**config.mk**
```make
export PLATFORM = sky130hd
export DESIGN_NAME = usb_tx
export DESIGN_NICKNAME = d
export VERILOG_FILES = /design/src/rtl/usb_tx.sv
export SDC_FILE = /design/constraint.sdc
export NUM_CORES = 1
export LEC_CHECK = 0
export BUFFER_PORTS_ARGS = -buffer_cell sky130_fd_sc_hd__buf_2
export CAP_MARGIN = 20
export CORE_MARGIN = 2
export CORE_UTILIZATION = 42
export CTS_CLUSTER_DIAMETER = 80
export DETAILED_ROUTE_END_ITERATION = 8
export GPL_ROUTABILITY_DRIVEN = 0
export HOLD_SLACK_MARGIN = 0.02
export PLACE_DENSITY_LB_ADDON = 0.1
export SLEW_MARGIN = 25
export SYNTH_ARGS = -nofsm -noshare
export SYNTH_HDL_FRONTEND = slang
export SYNTH_SLANG_ARGS = --single-unit
```
**constraint.sdc**
```tcl
create_clock -name clk -period 3 [get_ports clk]
set_input_delay 0.45 -clock clk [delete_from_list [all_inputs] [get_ports clk]]
set_output_delay 0.45 -clock clk [all_outputs]
set_load 0.1 [all_outputs]
```
**src/rtl/usb_tx.sv**
```systemverilog
// rtl/usb_tx.sv - USB full-speed handshake/DATA0 transmitter; optional CRC16 stage enabled by USB_TX_CRC16_EN
module usb_tx #(
    parameter int CLKS_PER_BIT = 8
) (
    input  logic       clk,
    input  logic       n_rst,
    input  logic [2:0] tx_packet,
    input  logic [7:0] tx_packet_data,
    input  logic [6:0] buffer_occupancy,
    output logic       get_tx_packet_data,
    output logic       dp_out,
    output logic       dm_out,
    output logic       tx_transfer_active,
    output logic       tx_error
);
    localparam int            TW   = (CLKS_PER_BIT > 1) ? $clog2(CLKS_PER_BIT) : 1;
    localparam logic [TW-1:0] TMAX = TW'(CLKS_PER_BIT - 1);

    typedef enum logic [2:0] {
        S_IDLE,
        S_SYNC,
        S_PID,
        S_DATA,
`ifdef USB_TX_CRC16_EN
        S_CRC,
`endif
        S_EOP_SE0,
        S_EOP_J
    } state_t;

    // State registers describe the bit currently on the line; the timer counts within it.
    state_t        state, state_n;
    logic [TW-1:0] timer, timer_n;
    logic [3:0]    idx, idx_n;
    logic [7:0]    shreg, shreg_n;
    logic [7:0]    pid, pid_n;
    logic          is_data, is_data_n;
    logic          stuff, stuff_n;
    logic [2:0]    ones, ones_n;
    logic          dp, dp_n, dm, dm_n;
    logic          active, active_n, get, get_n, err, err_n;
    logic          boundary, emit, bit_n;
`ifdef USB_TX_CRC16_EN
    logic [15:0]   crc, crc_n, crc_upd;
`endif

    function automatic logic is_stream(input state_t s);
        is_stream = (s == S_SYNC) || (s == S_PID) || (s == S_DATA)
`ifdef USB_TX_CRC16_EN
                    || (s == S_CRC)
`endif
                    ;
    endfunction

`ifdef USB_TX_CRC16_EN
    function automatic logic [15:0] crc_step(input logic [15:0] c, input logic b);
        logic fb;
        fb = c[15] ^ b;
        crc_step = {c[14:0], 1'b0} ^ (fb ? 16'h8005 : 16'h0000);
    endfunction
`endif

    // Next-state logic: request decode in IDLE, bit sequencing and stuffing at each bit-timer wrap.
    always_comb begin
        state_n   = state;
        timer_n   = timer;
        idx_n     = idx;
        shreg_n   = shreg;
        pid_n     = pid;
        is_data_n = is_data;
        stuff_n   = stuff;
        ones_n    = ones;
        dp_n      = dp;
        dm_n      = dm;
        active_n  = active;
        get_n     = 1'b0;
        err_n     = 1'b0;
        boundary  = 1'b0;
        emit      = 1'b0;
        bit_n     = 1'b0;
`ifdef USB_TX_CRC16_EN
        crc_n     = crc;
        crc_upd   = crc;
        if (state == S_DATA && !stuff) begin
            crc_upd = crc_step(crc, shreg[0]);
        end
`endif
        if (state == S_IDLE) begin
            dp_n = 1'b1;
            dm_n = 1'b0;
            if (tx_packet >= 3'd1 && tx_packet <= 3'd4) begin
                state_n   = S_SYNC;
                timer_n   = '0;
                idx_n     = '0;
                shreg_n   = 8'h80;
                stuff_n   = 1'b0;
                ones_n    = '0;
                active_n  = 1'b1;
                is_data_n = (tx_packet == 3'd1);
                emit      = 1'b1;
                case (tx_packet)
                    3'd1:    pid_n = 8'hC3;
                    3'd2:    pid_n = 8'hD2;
                    3'd3:    pid_n = 8'h5A;
                    default: pid_n = 8'h1E;
                endcase
`ifdef USB_TX_CRC16_EN
                crc_n = 16'hFFFF;
`endif
            end else if (tx_packet != 3'd0) begin
                err_n = 1'b1;
            end
        end else if (timer != TMAX) begin
            timer_n = timer + 1'b1;
        end else begin
            timer_n = '0;
            emit    = 1'b1;
`ifdef USB_TX_CRC16_EN
            crc_n = crc_upd;
`endif
            // Six ones just went out: a stuffed zero takes the next bit slot, position is held.
            if (is_stream(state) && !stuff && ones == 3'd6) begin
                stuff_n = 1'b1;
            end else begin
                stuff_n = 1'b0;
                case (state)
                    S_SYNC: begin
                        if (idx != 4'd7) begin
                            idx_n   = idx + 4'd1;
                            shreg_n = shreg >> 1;
                        end else begin
                            state_n = S_PID;
                            idx_n   = '0;
                            shreg_n = pid;
                        end
                    end
                    S_PID, S_DATA: begin
                        if (idx != 4'd7) begin
                            idx_n   = idx + 4'd1;
                            shreg_n = shreg >> 1;
                        end else if (is_data) begin
                            boundary = 1'b1;
                        end else begin
                            state_n = S_EOP_SE0;
                            idx_n   = '0;
                        end
                    end
`ifdef USB_TX_CRC16_EN
                    S_CRC: begin
                        crc_n = {crc[14:0], 1'b0};
                        if (idx != 4'd15) begin
                            idx_n = idx + 4'd1;
                        end else begin
                            state_n = S_EOP_SE0;
                            idx_n   = '0;
                        end
                    end
`endif
                    S_EOP_SE0: begin
                        if (idx == 4'd0) begin
                            idx_n = 4'd1;
                        end else begin
                            state_n = S_EOP_J;
                            idx_n   = '0;
                        end
                    end
                    S_EOP_J: begin
                        state_n  = S_IDLE;
                        active_n = 1'b0;
                    end
                    default: state_n = S_IDLE;
                endcase
                // Payload length is decided byte by byte from the live buffer occupancy.
                if (boundary) begin
                    idx_n = '0;
                    if (buffer_occupancy != 7'd0) begin
                        state_n = S_DATA;
                        shreg_n = tx_packet_data;
                        get_n   = 1'b1;
                    end else begin
`ifdef USB_TX_CRC16_EN
                        state_n = S_CRC;
`else
                        state_n = S_EOP_SE0;
`endif
                    end
                end
            end
        end
        // Line level for a newly presented bit: NRZI in the packet body, fixed levels in EOP/idle.
        if (emit) begin
            if (is_stream(state_n)) begin
                bit_n = stuff_n ? 1'b0 : shreg_n[0];
`ifdef USB_TX_CRC16_EN
                if (state_n == S_CRC && !stuff_n) begin
                    bit_n = ~crc_n[15];
                end
`endif
                ones_n = bit_n ? ones + 3'd1 : 3'd0;
                if (!bit_n) begin
                    dp_n = ~dp;
                    dm_n = ~dm;
                end
            end else if (state_n == S_EOP_SE0) begin
                dp_n = 1'b0;
                dm_n = 1'b0;
            end else begin
                dp_n = 1'b1;
                dm_n = 1'b0;
            end
        end
    end

    // State and output registers with synchronous active-low reset to idle J.
    always_ff @(posedge clk) begin
        if (!n_rst) begin
            state   <= S_IDLE;
            timer   <= '0;
            idx     <= '0;
            shreg   <= '0;
            pid     <= '0;
            is_data <= 1'b0;
            stuff   <= 1'b0;
            ones    <= '0;
            dp      <= 1'b1;
            dm      <= 1'b0;
            active  <= 1'b0;
            get     <= 1'b0;
            err     <= 1'b0;
`ifdef USB_TX_CRC16_EN
            crc     <= 16'hFFFF;
`endif
        end else begin
            state   <= state_n;
            timer   <= timer_n;
            idx     <= idx_n;
            shreg   <= shreg_n;
            pid     <= pid_n;
            is_data <= is_data_n;
            stuff   <= stuff_n;
            ones    <= ones_n;
            dp      <= dp_n;
            dm      <= dm_n;
            active  <= active_n;
            get     <= get_n;
            err     <= err_n;
`ifdef USB_TX_CRC16_EN
            crc     <= crc_n;
`endif
        end
    end

    assign dp_out             = dp;
    assign dm_out             = dm;
    assign tx_transfer_active = active;
    assign get_tx_packet_data = get;
    assign tx_error           = err;
endmodule
```
==> results.cfg <==
[clocking]
cts_max_level = 2
insertion_delay_ns = 0.29
hold_buffers = 0
post_cts_buffers = 0
cts.path.max_buffers = 2
clkTransAtPathRegs_ns = 0.07
cts_resized = 0
cts-buffers-inserted = 5
cts_sinks = 34
cts_tree = yes
cts_root_buf = clkbuf_8

[routing]
wl_per_cell_um = 14.9
ant_nets = 0
dr.first_iter.drc_count = 162
viasPerCell = 5.80
drc_errors = 0
num_vias = 1805
wirelength_um = 4650
dr.pass1.iters = 4

[floorplanning]
die_x_um = 70.8
start_util = 0.434
io_pins = 25
placementRows = 24
die_height_um = 70.8
core_um2 = 4320
die_area_um2 = 5020

[pwr]
p_leak_nw = 0.810
power_density_nw_per_um2 = 507
peakVddDrop_mv = 0.248
power_mw = 1.09

[critical_path]
r2r-start = timer[0]$_SDFFE_PN0P_
setup.worst_path.start = timer[0]$_SDFFE_PN0P_
crit_fanout = 8
crit_path_start_kind = flip-flop
required_ns = 3.20
regToRegSetupSlack_ns = 0.62
r2r-end = ones[2]$_SDFF_PN0_
arrival_ns = 2.58
reg2reg_depth = 7
crit_type = flip-flop to flip-flop
crit_path_end = ones[2]$_SDFF_PN0_
endpoint_kind = flip-flop

[cells_and_area]
multi_input_area_um2 = 1110
area_delta_synth_final_pct = 14.9
seqCellArea_um2 = 681
drive_gt1_frac = 0.181
nNetsFinal = 284
finish.utilization = 0.498
fillers = 453
num_antenna_cells = 0

[synthesis]
synth_edf_count = 0
synthFlopType = dfxtp_1
syn_nets = 259
syn_area_um2 = 1880
synth_top_cells_by_count = 34 x dfxtp_1, 29 x a21oi_1, 27 x nor2_1
synth.distinct_cells = 53
yosys-top-cells-area = dfxtp_1 36%, a21oi_1 7.7%, nor2_1 5.4%, ha_1 4.0%, o21ai_0 3.7%
synth.avg_cell_area_um2 = 8.05
async_flop_share = 0
synth_top_cell_by_area = dfxtp_1
seq_area_frac_synth = 0.363
ys_warn_count = 0
postSynthCellCount = 233
ys_seq_elements = 34
post-synth-top-count-cell = dfxtp_1
synth_top_area_frac = 0.363

[timing]
finalCriticalPeriod_ns = 2.38
rsz0062_at_grt = false
report.final.slew_viol_count = 0
relSlewSlack = 0.501
final.setup_skew_ns = 0.00263
setup_viol = 0
fin_crit_sh = 0.792
hold_viol = 0
fin_setup_tns_ns = 0
clock.fmax_mhz = 421
tightest_slew_ns = 0.743

[global_routing]
grt_overflow_total = 0
grt_util_all_layers = 0.202
grt_max_degree = 19
grt_pass1_vias = 1705
grt_pass1_wl_um = 8160
antenna_found_initial = 0

[hold_path]
min_path_type = primary input to flip-flop
hp-start = tx_packet[2]

[job]
max_cap_viol_count = 0

[run_status]
status = complete, no violations

[place]
hpwl_um = 3400
io_buffers = 24
[layout by cell type (no fill, tap or decap), types with 6 or more instances in the layout]
cell / Yosys / final
dfxtp_1: 34 / 34
a21oi_1: 29 / 29
nor2_1: 27 / 27
buf_2: 6 / 24
nand2_1: 17 / 17
o21ai_0: 14 / 14
nor3_1: 8 / 8
inv_1: 6 / 6
ha_1: 6 / 6
buf_4: 0 / 6
[report_power, final]
group | total, mW | internal [mW] | switching [mW]
clock network | 0.421 | 0.245 | 0.176
registers | 0.488 | 0.470 | 0.0182
logic | 0.182 | 0.0580 | 0.124
[stage by stage]
| step | cells | hold slack, ns | area, µm² | setup slack [ns] |
|---|---|---|---|---|
| after floorplan | 233 | 0.441 | 1880 | 0.893 |
| after global placement | 303 | 0.463 | 2050 | 0.618 |
| after detailed placement | 303 | 0.465 | 2050 | 0.585 |
| after CTS | 311 | 0.455 | 2150 | 0.633 |
| after global routing | 311 | 0.456 | 2150 | 0.382 |
| final | 311 | 0.460 | 2150 | 0.624 |
[worst min path at each step]
stage / to / slack (ns) / cells past startpoint
after floorplan: pid[1]$_SDFFE_PN0P_ / 0.44 / 2
after global placement: pid[1]$_SDFFE_PN0P_ / 0.46 / 2
after detailed placement: pid[2]$_SDFFE_PN0P_ / 0.46 / 2
after CTS: is_data$_SDFFE_PN0P_ / 0.45 / 2
after global routing: is_data$_SDFFE_PN0P_ / 0.46 / 2
final: is_data$_SDFFE_PN0P_ / 0.46 / 2
[layout make-up]
class,instances,share of cell area
multi-input combinational,180,0.515
timing repair buffer,30,0.0767
inverter,7,0.0122
clock buffer,5,0.0319
clock inverter,3,0.0186
tap,52,0.0302
sequential,34,0.316
[worst max-delay path, stage by stage (launching register included)]
cell and delay (ns):
dfxtp_1 0.36, ha_1 0.15, ha_1 0.33, o31a_2 0.26
nand2b_1 0.10, o31ai_1 0.62, nor3_1 0.19, a311oi_1 0.27
[sequential cells by signal, indices dropped and copies added (netlist names)]
| signal | count |
|---|---|
| dm_out | 1 |
| dp_out | 1 |
| tx_transfer_active | 1 |
| shreg | 8 |
| is_data | 1 |
| get_tx_packet_data | 1 |
| stuff | 1 |
| ones | 3 |
| timer | 3 |
| idx | 4 |
| tx_error | 1 |
| pid | 6 |
| state | 3 |
[layer usage]
layer,vias to the layer above,wire [µm],GRT usage
met5,-,0,0
li1,911,-,-
met1,827,2220,0.285
met2,58,2060,0.301
met4,0,82,0.0860
met3,9,283,0.0427
[cells by family (layout without fill, tap and decap cells)]
kind of cell,after synthesis,after routing,share of synthesized area
muxes,2,2,0.0113
buffers and inverters,19,45,0.0460
AOI/OAI and AO/OA,82,82,0.292
and+or+nand+nor,90,90,0.248
DFF,34,34,0.363
adders and majority gates,6,6,0.0400
(Power assumes the default switching activity.)
